File: src/rtl/rv_pkg.sv
// Shared RV32 front-end definitions: instruction width, default reset PC,
// the canonical NOP and the IF/ID pipeline bundle with its bubble value.
package rv_pkg;

    localparam int unsigned XLEN = 32;
    localparam int unsigned ILEN = 32;

    localparam logic [XLEN-1:0] RESET_PC_DEF  = 32'h0000_0000;
    // ADDI x0,x0,0
    localparam logic [ILEN-1:0] NOP_INSTR_DEF = 32'h0000_0013;

    typedef struct packed {
        logic [ILEN-1:0] instr;
        logic [XLEN-1:0] pc;
        logic [XLEN-1:0] pc_plus4;
        logic            valid;
        logic            misalign;
    } if_id_t;

    function automatic if_id_t if_id_bubble(
        input logic [ILEN-1:0] nop
    );
        if_id_t b;
        b.instr    = nop;
        b.pc       = '0;
        b.pc_plus4 = '0;
        b.valid    = 1'b0;
        b.misalign = 1'b0;
        return b;
    endfunction

endpackage

File: src/rtl/fetch_unit_pc_reg.sv
// PC register: redirect > hold > PC+4, with synchronous active-low reset.
// Ports: clk, rst, i_stall, i_redirect, i_target -> o_pc, o_pc_plus4, o_misalign.
module pc_reg
    import rv_pkg::*;
#(
    parameter logic [XLEN-1:0] RESET_PC = RESET_PC_DEF
) (
    input  logic            clk,
    input  logic            rst,
    input  logic            i_stall,
    input  logic            i_redirect,
    input  logic [XLEN-1:0] i_target,
    output logic [XLEN-1:0] o_pc,
    output logic [XLEN-1:0] o_pc_plus4,
    output logic            o_misalign
);

    logic [XLEN-1:0] r_pc;
    logic            r_misalign;

    // Wraps modulo 2^32 with no flag.
    assign o_pc_plus4 = r_pc + 32'd4;
    assign o_pc       = r_pc;
    assign o_misalign = r_misalign;

    always_ff @(posedge clk) begin
        if (!rst) begin
            r_pc       <= RESET_PC;
            r_misalign <= 1'b0;
        end else if (i_redirect) begin
            // Redirect wins over hold; low bits are dropped but remembered.
            r_pc       <= {i_target[XLEN-1:2], 2'b00};
            r_misalign <= |i_target[1:0];
        end else if (!i_stall) begin
            r_pc       <= o_pc_plus4;
            r_misalign <= 1'b0;
        end
    end

endmodule

File: src/rtl/fetch_unit.sv
// Instruction fetch stage: drives imem_addr from the PC and registers the
// IF/ID bundle. Ports: clk, rst (sync active-low), stall_f, flush_d,
// pc_src_e, pc_target_e, imem_rdata in; imem_addr, instr_d, pc_d,
// pc_plus4_d, valid_d, misalign_d, fetch_count out.
module fetch_unit
    import rv_pkg::*;
#(
    parameter logic [XLEN-1:0] RESET_PC  = RESET_PC_DEF,
    parameter logic [ILEN-1:0] NOP_INSTR = NOP_INSTR_DEF
) (
    input  logic            clk,
    input  logic            rst,
    input  logic            stall_f,
    input  logic            flush_d,
    input  logic            pc_src_e,
    input  logic [XLEN-1:0] pc_target_e,
    output logic [XLEN-1:0] imem_addr,
    input  logic [ILEN-1:0] imem_rdata,
    output logic [ILEN-1:0] instr_d,
    output logic [XLEN-1:0] pc_d,
    output logic [XLEN-1:0] pc_plus4_d,
    output logic            valid_d,
    output logic            misalign_d,
    output logic [31:0]     fetch_count
);

    logic [XLEN-1:0] w_pc;
    logic [XLEN-1:0] w_pc_plus4;
    logic            w_misalign;

    if_id_t          r_if_id;
    logic [31:0]     r_fetch_count;

    pc_reg #(
        .RESET_PC (RESET_PC)
    ) u_pc_reg (
        .clk        (clk),
        .rst        (rst),
        .i_stall    (stall_f),
        .i_redirect (pc_src_e),
        .i_target   (pc_target_e),
        .o_pc       (w_pc),
        .o_pc_plus4 (w_pc_plus4),
        .o_misalign (w_misalign)
    );

    assign imem_addr = w_pc;

    // Flush beats stall; only a real load counts as a fetch.
    always_ff @(posedge clk) begin
        if (!rst) begin
            r_if_id       <= if_id_bubble(NOP_INSTR);
            r_fetch_count <= '0;
        end else if (flush_d) begin
            r_if_id       <= if_id_bubble(NOP_INSTR);
        end else if (!stall_f) begin
            r_if_id.instr    <= imem_rdata;
            r_if_id.pc       <= w_pc;
            r_if_id.pc_plus4 <= w_pc_plus4;
            r_if_id.valid    <= 1'b1;
            r_if_id.misalign <= w_misalign;
            r_fetch_count    <= r_fetch_count + 32'd1;
        end
    end

    assign instr_d     = r_if_id.instr;
    assign pc_d        = r_if_id.pc;
    assign pc_plus4_d  = r_if_id.pc_plus4;
    assign valid_d     = r_if_id.valid;
    assign misalign_d  = r_if_id.misalign;
    assign fetch_count = r_fetch_count;

endmodule

File: config.mk
export PLATFORM = sky130hd
export DESIGN_NAME = fetch_unit
export DESIGN_NICKNAME = d
export VERILOG_FILES = /design/src/rtl/rv_pkg.sv /design/src/rtl/fetch_unit_pc_reg.sv /design/src/rtl/fetch_unit.sv
export SDC_FILE = /design/constraint.sdc
export NUM_CORES = 1
export LEC_CHECK = 0
export ABC_AREA = 0
export CAP_MARGIN = 25
export CORE_UTILIZATION = 50
export DETAILED_ROUTE_END_ITERATION = 8
export GPL_ROUTABILITY_DRIVEN = 0
export GPL_TIMING_DRIVEN = 1
export PLACE_DENSITY = 0.86
export SYNTH_ARGS = -nofsm -noshare
export SYNTH_HDL_FRONTEND = slang
export SYNTH_SLANG_ARGS = --single-unit
File: constraint.sdc
create_clock -name clk -period 3.82 [get_ports clk]
set_input_delay 0.764 -clock clk [delete_from_list [all_inputs] [get_ports clk]]
set_output_delay 0.764 -clock clk [all_outputs]
set_load 0.03 [all_outputs]
==> results of run 1 <==
[sequential cells by signal, indices dropped and copies added (netlist names)]
| name | count |
|---|---|
| instr_d | 32 |
| pc_plus4_d | 30 |
| misalign_d | 1 |
| pc_d | 30 |
| valid_d | 1 |
| fetch_count | 32 |
| u_pc_reg.o_misalign | 1 |
| u_pc_reg.o_pc | 30 |
[layout make-up]
class / instances / area [um^2] / share of cell area
clock inverter: 11 / 190 / 0.0194
multi-input combinational: 548 / 3460 / 0.353
clock buffer: 21 / 450 / 0.0459
sequential: 157 / 3140 / 0.320
timing repair buffer: 232 / 2290 / 0.234
tap: 176 / 220 / 0.0225
inverter: 12 / 45.0 / 0.00459
[placed cells by master (no fill, tap or decap), types with 4 or more instances in the layout]
cell             netlist  routed
nor2_1                96      96
clkdlybuf4s50_1        0     222
inv_1                 11      11
dfxtp_1              157     157
bufinv_16              0       5
or3_1                  6       6
nor4_1                13      13
nand4_1               12      12
and3_1                 4       4
xnor2_1               50      50
mux2i_1               69      69
xor2_1                25      25
nand2b_1               6       5
nor2b_1                5       4
nand2_1               41      41
buf_4                  6       9
nor3_1                23      23
conb_1                 1       6
a21boi_1               4       4
o21ai_0               56      56
and2_1                29      29
a21oi_1               46      46
clkbuf_16              0      17
and4_1                12      12
nand3_1               18      18
[metal layers]
layer  GRT usage  vias up  wire length (um)
met1       0.345     2986              8390
met4       0.118        0               523
met2       0.451      269              9270
met3      0.0741       43              1540
met5           0        -                 0
li1            -     3026                 -
[cells by family (layout without fill, tap and decap cells)]
family                     count (synthesis)  in the layout  share of synthesized area
and+or+nand+nor                          278            278                      0.207
DFF                                      157            157                      0.454
AOI/OAI and AO/OA                        118            118                     0.0917
buffers and inverters                     77            276                     0.0486
xor gates and xnor gates                  75             75                     0.0949
muxes                                     69             69                     0.0998
adders and majority gates                  2              2                    0.00362
other                                      1              6                   0.000542
[report_power, final]
| group | total [W] | internal, W | switching (W) |
|---|---|---|---|
| registers | 0.00177 | 0.00169 | 0.0000733 |
| clock network | 0.00185 | 0.00118 | 0.000672 |
| logic | 0.000501 | 0.000231 | 0.000269 |
[through the flow]
step,setup WS [ns],instances,area (um^2),total power (W)
6_report,1.28,1157,9810,0.00411
5_1_grt,1.07,1157,9810,0.00423
4_1_cts,1.29,1157,9810,0.00413
3_5_place_dp,0.893,1125,9170,0.00230
3_3_place_gp,0.965,1125,9170,0.00229
2_1_floorplan,1.75,782,6940,0.00208
[how the worst min path moves through the flow]
stage / start / endpoint / depth (start not counted)
2_1_floorplan: u_pc_reg.o_misalign / misalign_d / 2
3_3_place_gp: valid_d / valid_d / 1
3_5_place_dp: valid_d / valid_d / 1
4_1_cts: fetch_count[31] / fetch_count[31] / 2
5_1_grt: valid_d / valid_d / 1
6_report: fetch_count[31] / fetch_count[31] / 2
==> flow_metrics.py, run 1 <==
metrics = {
    "timing": {
        "slew_violations": 0,
        "hold_viol_final": 0,
        "fin_hold_ws_ns": 0.469,
        "finalCritPeriodShare": 0.664,
        "worstMarginPinSlew_ns": 0.981,
        "grt_setup_unrepaired": "false",
        "finalClockSkew_ns": 0.00754,
        "maxSlewHeadroom": 0.343,
        "setup-violations-final": 0,
        "fin_tns_setup_ns": 0,
        "fin_crit_ns": 2.54,
        "max_freq_mhz": 394,
    },
    "worst_hold_path": {
        "min_path_type": "flip-flop to flip-flop",
    },
    "synthesis": {
        "yosysSeqAreaShare": 0.454,
        "ys_ff_latch": 157,
        "synthFlopType": "dfxtp_1",
        "avgSynthCellArea_um2": 8.90,
        "yosys-top-cells-area": "dfxtp_1 (45%), mux2i_1 (10%), xnor2_1 (6.3%)",
        "yosys.area.top_type": "dfxtp_1",
        "synth_common_cells": "dfxtp_1 (157), nor2_1 (96), mux2i_1 (69)",
        "ys_async_sr_fraction": 0,
        "synth_most_common_cell": "dfxtp_1",
        "synth_cell_types": 44,
        "synth_top_cell_area_share": 0.454,
        "netlist_area_mm2": 0.00692,
        "synthCells": 777,
        "synth_edf_count": 0,
        "ys_warn_count": 0,
    },
    "clock_network": {
        "cts_resized": 0,
        "insertion_delay_ns": 0.42,
        "cts_tree": "yes",
        "h-tree-depth": 4,
        "clkSlewWorstSetupHoldPaths_ns": 0.06,
        "cts_inserted_buffers": 17,
        "clk_path_buf_depth": 2,
        "cts_root_buf": "clkbuf_16",
        "clock_sinks": 157,
        "postCtsSetupRepairBufs": 0,
        "hold_buffers": 0,
    },
    "critical_path": {
        "r2r_setup_slack_ns": 1.50,
        "r2r_start": "u_pc_reg.o_pc[2]",
        "crit_chain": "clkdlybuf4s50_1",
        "worstSetupPathType": "flip-flop to primary output",
        "r2r-end": "pc_plus4_d[30]",
        "crit_start": "u_pc_reg.o_pc[17]",
        "crit_end": "imem_addr[17]",
        "worst-path-stages": 1,
        "ff2ff_path_depth": 6,
        "path_buf_inv": 1,
        "cp-start-kind": "flip-flop",
        "cp.arrival_ns": 1.77,
        "worst_path_max_delay_cell": "clkdlybuf4s50_1",
        "critPathTopFamily": "buffers and inverters",
        "cp_max_fo": 9,
        "cp_data_required_time_ns": 3.06,
        "worstSetupEndpointType": "primary output",
        "critPathMaxStageDelay_ns": 0.76,
    },
    "drt": {
        "post_drt_wl_per_cell_um": 17.0,
        "drcViolationCount": 0,
        "dr.first_iter.drc_count": 459,
        "dr.pass1.iters": 5,
        "antenna_left": 0,
        "vias": 6324,
        "route.final.wire_length_mm": 19.7,
        "routed_via_density": 5.47,
    },
    "layout": {
        "syn2layout_area_growth_pct": 41.7,
        "diodes": 0,
        "final_util": 0.735,
        "num-fill-cells": 1002,
        "drive_gt1_frac": 0.0510,
        "layout.nets": 1039,
    },
    "floorplan": {
        "die_h_um": 120,
        "rows": 42,
        "die_w_um": 120,
        "initial_utilization": 0.518,
        "io_pins": 231,
        "dieArea_mm2": 0.0143,
        "coreArea_mm2": 0.0133,
    },
    "global_route": {
        "grt.total_usage": 0.277,
        "grt_pass1_vias": 6124,
        "grt_overflow": 0,
        "grt_pass1_wl_mm": 31.2,
        "grt_antenna_before_repair": 0,
        "grt_max_degree": 68,
    },
    "pwr": {
        "leakage_nw": 3.66,
        "vdd_drop_max_mv": 0.298,
        "power.density_mw_per_mm2": 419,
    },
    "status": {
        "status": "complete, no violations",
    },
    "placed_design": {
        "dp_hpwl_mm": 13.4,
        "port_buffers": 224,
    },
    "job": {
        "maxCapViolations": 0,
    },
}
Power figures use the tool's default switching activity.
==> inputs of run 2 (changes only) <==
Settings changed: CORE_UTILIZATION 50 to 42, PLACE_DENSITY 0.86 to 0.77.
Clock period 3.82 ns to 2.1 ns, I/O delays scaled along.
==> flow_metrics.py, run 2 (synthesis results as in run 1) <==
metrics = {
    "critical_path": {
        "worstSetupPathType": "flip-flop to primary output",
        "worstSetupEndpointType": "primary output",
        "cp.arrival_ns": 1.65,
        "cp-start-kind": "flip-flop",
        "cp_data_required_time_ns": 1.68,
        "cp_max_fo": 5,
    },
    "job": {
        "maxCapViolations": 0,
    },
    "drt": {
        "route.final.wire_length_mm": 20.3,
        "antenna_left": 0,
        "routed_via_density": 5.05,
        "vias": 6263,
        "dr.first_iter.drc_count": 322,
        "dr.pass1.iters": 4,
        "post_drt_wl_per_cell_um": 16.3,
        "drcViolationCount": 0,
    },
    "timing": {
        "fin_crit_ns": 2.07,
        "finalCritPeriodShare": 0.984,
        "finalClockSkew_ns": 0.00703,
        "slew_violations": 0,
        "setup_slack_ns": 0.0331,
        "setup-violations-final": 0,
        "hold_viol_final": 0,
        "max_freq_mhz": 484,
        "grt_setup_unrepaired": "false",
    },
    "clock_network": {
        "cts_tree": "yes",
        "cts_inserted_buffers": 17,
        "clock_sinks": 157,
        "clkSlewWorstSetupHoldPaths_ns": 0.06,
        "cts_root_buf": "clkbuf_16",
        "h-tree-depth": 4,
        "insertion_delay_ns": 0.42,
        "clk_path_buf_depth": 2,
        "hold_buffers": 0,
    },
    "layout": {
        "layout.nets": 1083,
        "final_cell_mix": "clkdlybuf4s50_1 (205), dfxtp_1 (157), nor2_1 (96)",
        "final_common_cell": "clkdlybuf4s50_1",
        "syn2layout_area_growth_pct": 48.3,
        "diodes": 0,
        "drive_gt1_frac": 0.0938,
        "postLayoutCellArea_mm2": 0.0103,
    },
    "worst_hold_path": {
        "min_path_type": "input pin to flip-flop",
    },
    "status": {
        "status": "complete, no violations",
    },
    "global_route": {
        "grt_antenna_before_repair": 0,
        "grtUsageMet2": 0.392,
        "grt.total_usage": 0.238,
        "grt_overflow": 0,
        "grt_pass1_wl_mm": 30.8,
        "met1_usage": 0.296,
        "grt_max_degree": 58,
        "grt_util_met3": 0.0668,
        "grt_pass1_vias": 5953,
        "top_usage_layer": "met2",
    },
    "floorplan": {
        "io_pins": 231,
        "die_h_um": 130,
        "rows": 46,
        "initial_utilization": 0.432,
        "die_w_um": 130,
        "dieArea_mm2": 0.0170,
        "coreArea_mm2": 0.0160,
    },
    "placed_design": {
        "port_buffers": 224,
        "dp_hpwl_mm": 14.4,
        "placed_area_mm2": 0.00961,
        "pre_cts_ws_ns": -0.121,
    },
    "pwr": {
        "vdd_drop_max_mv": 0.588,
        "power.density_mw_per_mm2": 733,
        "leakage_nw": 4.05,
    },
}
## run 2: repair_timing
action | in CTS | in global routing
setup buffers | 0 | 0
gates cloned | 0 | 0
hold endpoints to repair | 0 | 0
gates resized for setup | 9 | 9
endpoints found under the setup margin | 9 | 11
## run 2: path summary, 6_finish.rpt
check               startpoint           endpoint  slack [ns]  cells past startpoint
max reg2reg  u_pc_reg.o_pc[19]  u_pc_reg.o_pc[31]        0.23                      6
min                    stall_f           pc_d[31]        0.43                      3
min reg2reg            pc_d[6]            pc_d[6]        0.47                      2
max           u_pc_reg.o_pc[9]       imem_addr[9]        0.03                      2
## run 2: layout make-up
cell class | count | area (um^2)
Clock inverter | 12 | 181
Timing Repair Buffer | 276 | 2700
Clock buffer | 19 | 453
Fill cell | 1359 | 5740
Inverter | 12 | 45.0
Tap cell | 216 | 270
Multi-Input combinational cell | 548 | 3470
Sequential cell | 157 | 3140
## run 2: critical path, cell delays in order, from the launching register on
cell and delay [ns]:
dfxtp_1 0.38, buf_4 0.17, clkdlybuf4s50_1 0.67
## run 2: where the power goes
group          total (W)  leakage (nW)  internal (W)  switching [W]
logic            0.00102          2.46      0.000469       0.000549
registers        0.00317          1.28       0.00308      0.0000885
clock network    0.00334         0.311       0.00206        0.00128
## run 2: layer usage
layer | vias to the layer above | wire length (um)
li1 | 3116 | -
met1 | 2916 | 8880
met2 | 204 | 9810
met3 | 27 | 1240
met4 | 0 | 319
met5 | - | 0
## run 2: per-stage QoR
step | total power [W] | hold slack [ns] | TNS (ns) | std cells | utilization
after floorplan | 0.00378 | 0.461 | 0 | 782 | -
after global placement | 0.00424 | 0.440 | -0.118 | 1209 | 0.601
after detailed placement | 0.00425 | 0.447 | -0.528 | 1209 | 0.601
after CTS | 0.00758 | 0.410 | 0 | 1240 | 0.640
after global routing | 0.00777 | 0.432 | 0 | 1240 | 0.641
final | 0.00752 | 0.432 | 0 | 1240 | 0.641
